<file path="config.mk">
export PLATFORM = sky130hd
export DESIGN_NAME = codec_reg_seq_flat
export DESIGN_NICKNAME = d
export VERILOG_FILES = /design/src/rtl/codec_reg_seq_if.sv /design/src/rtl/codec_reg_seq.sv /design/src/flat_wrapper.sv
export SDC_FILE = /design/constraint.sdc
export NUM_CORES = 1
export LEC_CHECK = 0
export CAP_MARGIN = 20
export CORE_MARGIN = 2
export CORE_UTILIZATION = 45
export CTS_CLUSTER_SIZE = 30
export DETAILED_ROUTE_END_ITERATION = 8
export PLACE_DENSITY = 0.92
export SLEW_MARGIN = 10
export SYNTH_ARGS = -nofsm -noshare
export SYNTH_HDL_FRONTEND = slang
export SYNTH_SLANG_ARGS = --single-unit
export TNS_END_PERCENT = 1
</file>
<file path="constraint.sdc">
create_clock -name Clk -period 4.1 [get_ports Clk]
set_clock_uncertainty 0.1 [all_clocks]
set_input_delay 0.82 -clock Clk [delete_from_list [all_inputs] [get_ports Clk]]
set_output_delay 0.82 -clock Clk [all_outputs]
set_load 0.05 [all_outputs]
</file>
<file path="src/rtl/codec_reg_seq_if.sv">
// codec_reg_seq_if -- write channel between the codec register sequencer and
// the I2C byte writer.
//   wr_req   sequencer -> writer  write request, held until wr_ack
//   wr_word  sequencer -> writer  {reg[6:0], data[8:0]} of the write in progress
//   wr_ack   writer -> sequencer  writer accepted wr_word
//   wr_done  writer -> sequencer  one-cycle pulse, write finished
//   wr_err   writer -> sequencer  NACK status, valid with wr_done
interface codec_reg_seq_if;
  logic        wr_req;
  logic [15:0] wr_word;
  logic        wr_ack;
  logic        wr_done;
  logic        wr_err;

  modport master (
    output wr_req,
    output wr_word,
    input  wr_ack,
    input  wr_done,
    input  wr_err
  );

  modport slave (
    input  wr_req,
    input  wr_word,
    output wr_ack,
    output wr_done,
    output wr_err
  );
endinterface

</file>
<file path="src/rtl/codec_reg_seq.sv">
// codec_reg_seq -- power-on register sequencer for an I2C audio codec.
// After reset it waits DELAY_CYC cycles, writes INIT_DEPTH table words in
// order, then serves per-channel runtime update requests (lowest channel
// first). Each failed (NACKed) write is retried up to RETRY_MAX times, then
// skipped with a sticky error flag.
// Ports:
//   Clk, Rst     clock; asynchronous active-high reset
//   init_tbl     INIT_DEPTH packed {reg, data} words, entry 0 in bits [15:0]
//   upd_go       per-channel one-cycle update request
//   upd_word     per-channel {reg, data}, sampled with upd_go
//   bus          write channel to the I2C byte writer (master side)
//   init_done    level, all init entries handled
//   busy         high in any state other than RUN_IDLE
//   err_flag     sticky, a write exhausted its retries
//   pend         latched update requests not yet written
//
// state     | meaning
// DELAY     | counting power-up delay after reset release
// INIT_REQ  | requesting write of init entry idx
// INIT_WAIT | init write accepted, waiting for wr_done
// RUN_IDLE  | init finished, no update in flight
// UPD_REQ   | requesting write of held word for channel ch_sel
// UPD_WAIT  | update write accepted, waiting for wr_done
module codec_reg_seq #(
  parameter int INIT_DEPTH = 8,
  parameter int N_CH       = 3,
  parameter int DELAY_CYC  = 600,
  parameter int RETRY_MAX  = 2
) (
  input  logic                    Clk,
  input  logic                    Rst,
  input  logic [INIT_DEPTH*16-1:0] init_tbl,
  input  logic [N_CH-1:0]         upd_go,
  input  logic [N_CH*16-1:0]      upd_word,
  codec_reg_seq_if.master         bus,
  output logic                    init_done,
  output logic                    busy,
  output logic                    err_flag,
  output logic [N_CH-1:0]         pend
);

  localparam int IDX_W = (INIT_DEPTH > 1) ? $clog2(INIT_DEPTH) : 1;
  localparam int CH_W  = (N_CH > 1) ? $clog2(N_CH) : 1;

  typedef enum logic [2:0] {
    DELAY, INIT_REQ, INIT_WAIT, RUN_IDLE, UPD_REQ, UPD_WAIT
  } state_t;

  state_t            state, nxt;
  logic [15:0]       cnt;
  logic [IDX_W-1:0]  idx;
  logic [IDX_W-1:0]  idx_p1;
  logic [2:0]        retries;
  logic [CH_W-1:0]   ch_sel;
  logic [CH_W-1:0]   low_ch;
  logic              rearm;
  logic [15:0]       hold [N_CH];
  logic [15:0]       tbl  [INIT_DEPTH];
  logic [15:0]       upd_w [N_CH];
  logic              wr_req_q;
  logic [15:0]       wr_word_q;

  logic              load_word, sel_load, idx_inc, retry_inc, retry_clr;
  logic              set_err, set_done, upd_handled, do_retry;
  logic [15:0]       word_nxt;

  assign bus.wr_req  = wr_req_q;
  assign bus.wr_word = wr_word_q;
  assign busy        = (state != RUN_IDLE);
  assign idx_p1      = idx + IDX_W'(1);

  always_comb begin
    for (int i = 0; i < INIT_DEPTH; i++) tbl[i] = init_tbl[i*16 +: 16];
    for (int i = 0; i < N_CH; i++) upd_w[i] = upd_word[i*16 +: 16];
  end

  always_comb begin
    low_ch = '0;
    for (int i = N_CH - 1; i >= 0; i--) begin
      if (pend[i]) low_ch = CH_W'(i);
    end
  end

  always_ff @(posedge Clk or posedge Rst) begin
    if (Rst) state <= DELAY;
    else     state <= nxt;
  end

  always_comb begin
    nxt         = state;
    load_word   = 1'b0;
    word_nxt    = 16'h0000;
    sel_load    = 1'b0;
    idx_inc     = 1'b0;
    retry_inc   = 1'b0;
    retry_clr   = 1'b0;
    set_err     = 1'b0;
    set_done    = 1'b0;
    upd_handled = 1'b0;
    do_retry    = bus.wr_err && (retries < 3'(RETRY_MAX));
    case (state)
      DELAY: begin
        if (cnt == 16'(DELAY_CYC - 1)) begin
          nxt       = INIT_REQ;
          load_word = 1'b1;
          word_nxt  = tbl[0];
        end
      end
      INIT_REQ: if (bus.wr_ack) nxt = INIT_WAIT;
      INIT_WAIT: begin
        if (bus.wr_done) begin
          if (do_retry) begin
            // wr_word is left untouched so the same word is re-issued
            retry_inc = 1'b1;
            nxt       = INIT_REQ;
          end else begin
            retry_clr = 1'b1;
            set_err   = bus.wr_err;
            if (idx == IDX_W'(INIT_DEPTH - 1)) begin
              set_done = 1'b1;
              nxt      = RUN_IDLE;
            end else begin
              idx_inc   = 1'b1;
              load_word = 1'b1;
              word_nxt  = tbl[idx_p1];
              nxt       = INIT_REQ;
            end
          end
        end
      end
      RUN_IDLE: begin
        if (|pend) begin
          sel_load  = 1'b1;
          load_word = 1'b1;
          word_nxt  = hold[low_ch];
          nxt       = UPD_REQ;
        end
      end
      UPD_REQ: if (bus.wr_ack) nxt = UPD_WAIT;
      UPD_WAIT: begin
        if (bus.wr_done) begin
          if (do_retry) begin
            retry_inc = 1'b1;
            nxt       = UPD_REQ;
          end else begin
            retry_clr   = 1'b1;
            set_err     = bus.wr_err;
            upd_handled = 1'b1;
            nxt         = RUN_IDLE;
          end
        end
      end
      default: nxt = DELAY;
    endcase
  end

  always_ff @(posedge Clk or posedge Rst) begin
    if (Rst) begin
      cnt       <= 16'h0000;
      idx       <= '0;
      retries   <= 3'd0;
      ch_sel    <= '0;
      rearm     <= 1'b0;
      wr_req_q  <= 1'b0;
      wr_word_q <= 16'h0000;
      init_done <= 1'b0;
      err_flag  <= 1'b0;
      pend      <= '0;
      for (int i = 0; i < N_CH; i++) hold[i] <= 16'h0000;
    end else begin
      cnt      <= (state == DELAY) ? cnt + 16'd1 : 16'h0000;
      wr_req_q <= (nxt == INIT_REQ) || (nxt == UPD_REQ);
      if (load_word) wr_word_q <= word_nxt;
      if (idx_inc)   idx <= idx_p1;
      if (retry_clr)      retries <= 3'd0;
      else if (retry_inc) retries <= retries + 3'd1;
      if (set_err)  err_flag  <= 1'b1;
      if (set_done) init_done <= 1'b1;
      if (sel_load) ch_sel <= low_ch;

      // A request for the in-flight channel that arrives after its word was
      // captured must survive the completion of that write.
      if (sel_load)                                     rearm <= upd_go[low_ch];
      else if (upd_handled)                             rearm <= 1'b0;
      else if ((state == UPD_REQ || state == UPD_WAIT) && upd_go[ch_sel])
                                                        rearm <= 1'b1;

      for (int i = 0; i < N_CH; i++) begin
        if (upd_go[i]) begin
          pend[i] <= 1'b1;
          hold[i] <= upd_w[i];
        end else if (upd_handled && (ch_sel == CH_W'(i)) && !rearm) begin
          pend[i] <= 1'b0;
        end
      end
    end
  end

endmodule

</file>
<file path="src/flat_wrapper.sv">
// flat-port wrapper written by rule: the top's interface ports become plain ports
module codec_reg_seq_flat 
#(
  parameter int INIT_DEPTH = 8,
  parameter int N_CH       = 3,
  parameter int DELAY_CYC  = 600,
  parameter int RETRY_MAX  = 2
)
  (Clk, Rst, init_tbl, upd_go, upd_word, init_done, busy, err_flag, pend, bus_wr_req, bus_wr_word, bus_wr_ack, bus_wr_done, bus_wr_err);
  codec_reg_seq_if bus_i ();
  input  logic Clk;
  input  logic Rst;
  input  logic [INIT_DEPTH*16-1:0] init_tbl;
  input  logic [N_CH-1:0] upd_go;
  input  logic [N_CH*16-1:0] upd_word;
  output logic init_done;
  output logic busy;
  output logic err_flag;
  output logic [N_CH-1:0] pend;
  output wire logic [$bits(bus_i.wr_req)-1:0] bus_wr_req;
  output wire logic [$bits(bus_i.wr_word)-1:0] bus_wr_word;
  input wire logic [$bits(bus_i.wr_ack)-1:0] bus_wr_ack;
  input wire logic [$bits(bus_i.wr_done)-1:0] bus_wr_done;
  input wire logic [$bits(bus_i.wr_err)-1:0] bus_wr_err;
  assign bus_wr_req = bus_i.wr_req;
  assign bus_wr_word = bus_i.wr_word;
  assign bus_i.wr_ack = bus_wr_ack;
  assign bus_i.wr_done = bus_wr_done;
  assign bus_i.wr_err = bus_wr_err;
  codec_reg_seq #(.INIT_DEPTH(INIT_DEPTH), .N_CH(N_CH), .DELAY_CYC(DELAY_CYC), .RETRY_MAX(RETRY_MAX)) u_core (.Clk(Clk), .Rst(Rst), .init_tbl(init_tbl), .upd_go(upd_go), .upd_word(upd_word), .bus(bus_i), .init_done(init_done), .busy(busy), .err_flag(err_flag), .pend(pend));
endmodule
</file>
==> metrics.txt <==
clock latency on the worst-skew pair approximately 0.35 ns; row cnt 41; Post-synth top cells dfrtp_1 (98), mux2_2 (62), nor2_1 (51); CTS tree yes; crit path max fanout 17; clock buffer depth 2; Power Density 506 nW/um^2; starting density of the core a little under half; Sw Share 39.1%; area of the multi-input gates approximately 3000 um^2; initial antenna violation count 0; min Tclk post-route ~3.3 ns; antenna cells 0; Initial DRC Count about 500; root buffer cell clkbuf_16; Setup TNS Final 0 ns; Max Freq between 300 and 400 MHz; area added between synthesis and finish 42.4%; total gr overflow 0; Avg Cell Area, Syn about 11 um^2; final period utilization around four fifths; top cell type's share of synthesized area a little over two fifths; # fillers between 900 and 1000; post-synth top area cell dfrtp_1; combinational share of power a little under half; #FFs+latches synth roughly 100; first-pass detailed-route iteration total 6; cell with the most instances after synthesis dfrtp_1; io pins approximately 210; largest net degree at the start of global routing between 60 and 70; ranking of synthesized cells by area dfrtp_1 (43%), mux2_2 (12%), mux4_2 (6.3%); number of synthesized flops with an enable pin 0; Vias a little over 5000; setup repair after global routing missed its margin no; hold crit path type reg -> reg; Worst EP required approximately 4.2 ns; Detail Route Antenna Nets 0; CTS buffer count 9; sequential power share 32.5%; Seq. cell area around 2500 um^2; P_int 2.51 mW; DP Wirelength about 14000 um; Max H-tree Level 3; YS warnings 0; PortBufs ~200; synth unique cells 53; post-synthesis cell count ~510; first-pass GRT wire length approximately 27000 um; Worst-path clk slew 0.07 ns; CP Class in -> reg; post-synthesis compound-gate area fraction 16.7%; Post-synth top flop dfrtp_1; drt drc 0; vias per inst between 5 and 6; Setup Viol. Count Final 0; clock power share between 20% and 30%; simple-gate portion of the synthesized area 11.7%; max_cap viols 0; CTS sink count 98; Syn Nets just under 700; LEAKAGE between 3 and 4 nW; reg2reg setup slack about 1.1 ns; die width approximately 120 um; ys async rst share 100%; die area around 14000 um^2; vias in the first global route between 5000 and 6000; Max Transition Viols Final 0; CP startpoint kind input pin; Routability Congestion between 0.8 and 0.9; Overall Global Routing Usage approximately 27%; Post-Syn Area 5730 um^2; switching power approximately 1.6 mW; placed insts 850; status finished, final reports clean; Seq/Total Area, Yosys approximately 43%; CP arrival approximately 3.4 ns; largest family of logic cells by synthesized area multiplexers; Final Hold Vio Count 0; post-cts sizing count 0; Routed WL per cell 21.0 um; worst slew pin tran roughly 0.87 ns; Die Y around 120 um; Post-CTS Setup Bufs 0; mux share of post-synthesis cell area between 20% and 30%; peak supply drop roughly 0.00024 V; core area 12500 um^2; final std cells w/o fill about 870; Worst setup EP type register; share of cells above drive strength 1 between 10% and 20%; Post-Synth Adder-Cell Area less than 1%; routed wire length about 18000 um; Total Nets Final about 900; Slew headroom a little over two fifths; Post-Synth XOR/XNOR Area under 10%; Hold Buf Count CTS 0
power groups by stage:
stage          combinational (mW)  sequential [mW]  clock, mW
4_1_cts                      1.91             1.33      0.895
5_1_grt                      2.02             1.35      0.934
3_3_place_gp                 1.84             1.33          0
2_1_floorplan                1.04             1.59          0
3_5_place_dp                 1.90             1.34          0
6_report                     1.90             1.34      0.889
worst max-delay path, cell delays in order:
cell,delay [ns]
clkdlybuf4s50_1,0.47
or3b_1,0.50
nand3_2,0.33
o21ai_2,0.31
nand2b_1,0.58
o221a_1,0.42
layer usage:
layer	track usage, %	vias up	wire length [um]
li1	-	2310	-
met1	34.7	2500	7110
met2	45.4	310	8970
met3	5.87	33	1680
met4	8.71	0	433
met5	0	-	0
metrics by stage:
stage,power [mW],util (%),setup slack [ns],hold slack [ns],cell area (um^2)
after CTS,4.13,65.1,0.833,0.358,8150
after detailed placement,3.24,62.6,0.477,0.348,7840
after global placement,3.17,62.6,0.572,0.336,7840
final,4.12,65.1,0.793,0.354,8150
after global routing,4.31,65.1,0.657,0.384,8150
after floorplan,2.63,-,0.618,0.325,5730
flip-flops by register name (all words and copies together) (netlist names):
name and cells:
u_core.hold 48, u_core.cnt 16, u_core.rearm 1, u_core.retries 3, u_core.bus.wr_word 16, u_core.ch_sel 2, u_core.init_done 1, u_core.state 3
u_core.pend 3, u_core.bus.wr_req 1, u_core.err_flag 1, u_core.idx 3
layout by cell type (no fill, tap or decap), drive strengths merged, types with 3 or more instances in the layout:
master           n
a21o             7
a21oi           15
a221o            9
and3             3
buf              6
clkbuf           9
clkdlybuf4s50  206
clkinv           3
dfrtp           98
ha               4
inv              9
mux2            62
mux2i           19
mux4            16
nand2           22
nand2b           4
nand3           11
nand4            4
nor2            52
nor2b           12
nor3             7
nor4b            4
o21ai            7
o21bai           3
o221a           16
o221ai          40
o22a            11
or3              5
xnor2            5
xor2             7
path summary, 6_finish.rpt:
kind	end	start	depth (start not counted)
setup / recovery	u_core.bus.wr_word[5]$_DFFE_PP0P_	bus_wr_err	6
hold / removal	u_core.cnt[0]$_DFF_PP0_	u_core.cnt[0]$_DFF_PP0_	1
setup reg to reg	u_core.bus.wr_word[5]$_DFFE_PP0P_	u_core.idx[0]$_DFFE_PP0P_	7
hold reg to reg	u_core.cnt[0]$_DFF_PP0_	u_core.cnt[0]$_DFF_PP0_	1
max in group asynchronous	u_core.cnt[14]$_DFF_PP0_	Rst	3
min in group asynchronous	u_core.ch_sel[0]$_DFFE_PP0P_	Rst	2
final cells by class:
cell class	count	area share, %
multi-input cells	360	37.2
flip-flops and latches	98	30.1
repair buffers	212	25.8
clock buffers	9	2.76
well taps	172	2.64
clock inverters	7	1.10
inverters	8	0.399
logic make-up after synthesis:
logic type | count (synthesis)
adder cells (fa/ha/maj) | 4
buffers and inverters | 48
multiplexers | 97
flip-flops | 98
XOR/XNOR | 12
AO/OA/AOI/OAI | 115
AND/OR/NAND/NOR | 132
Note: power is estimated with default switching activity, not from simulation.
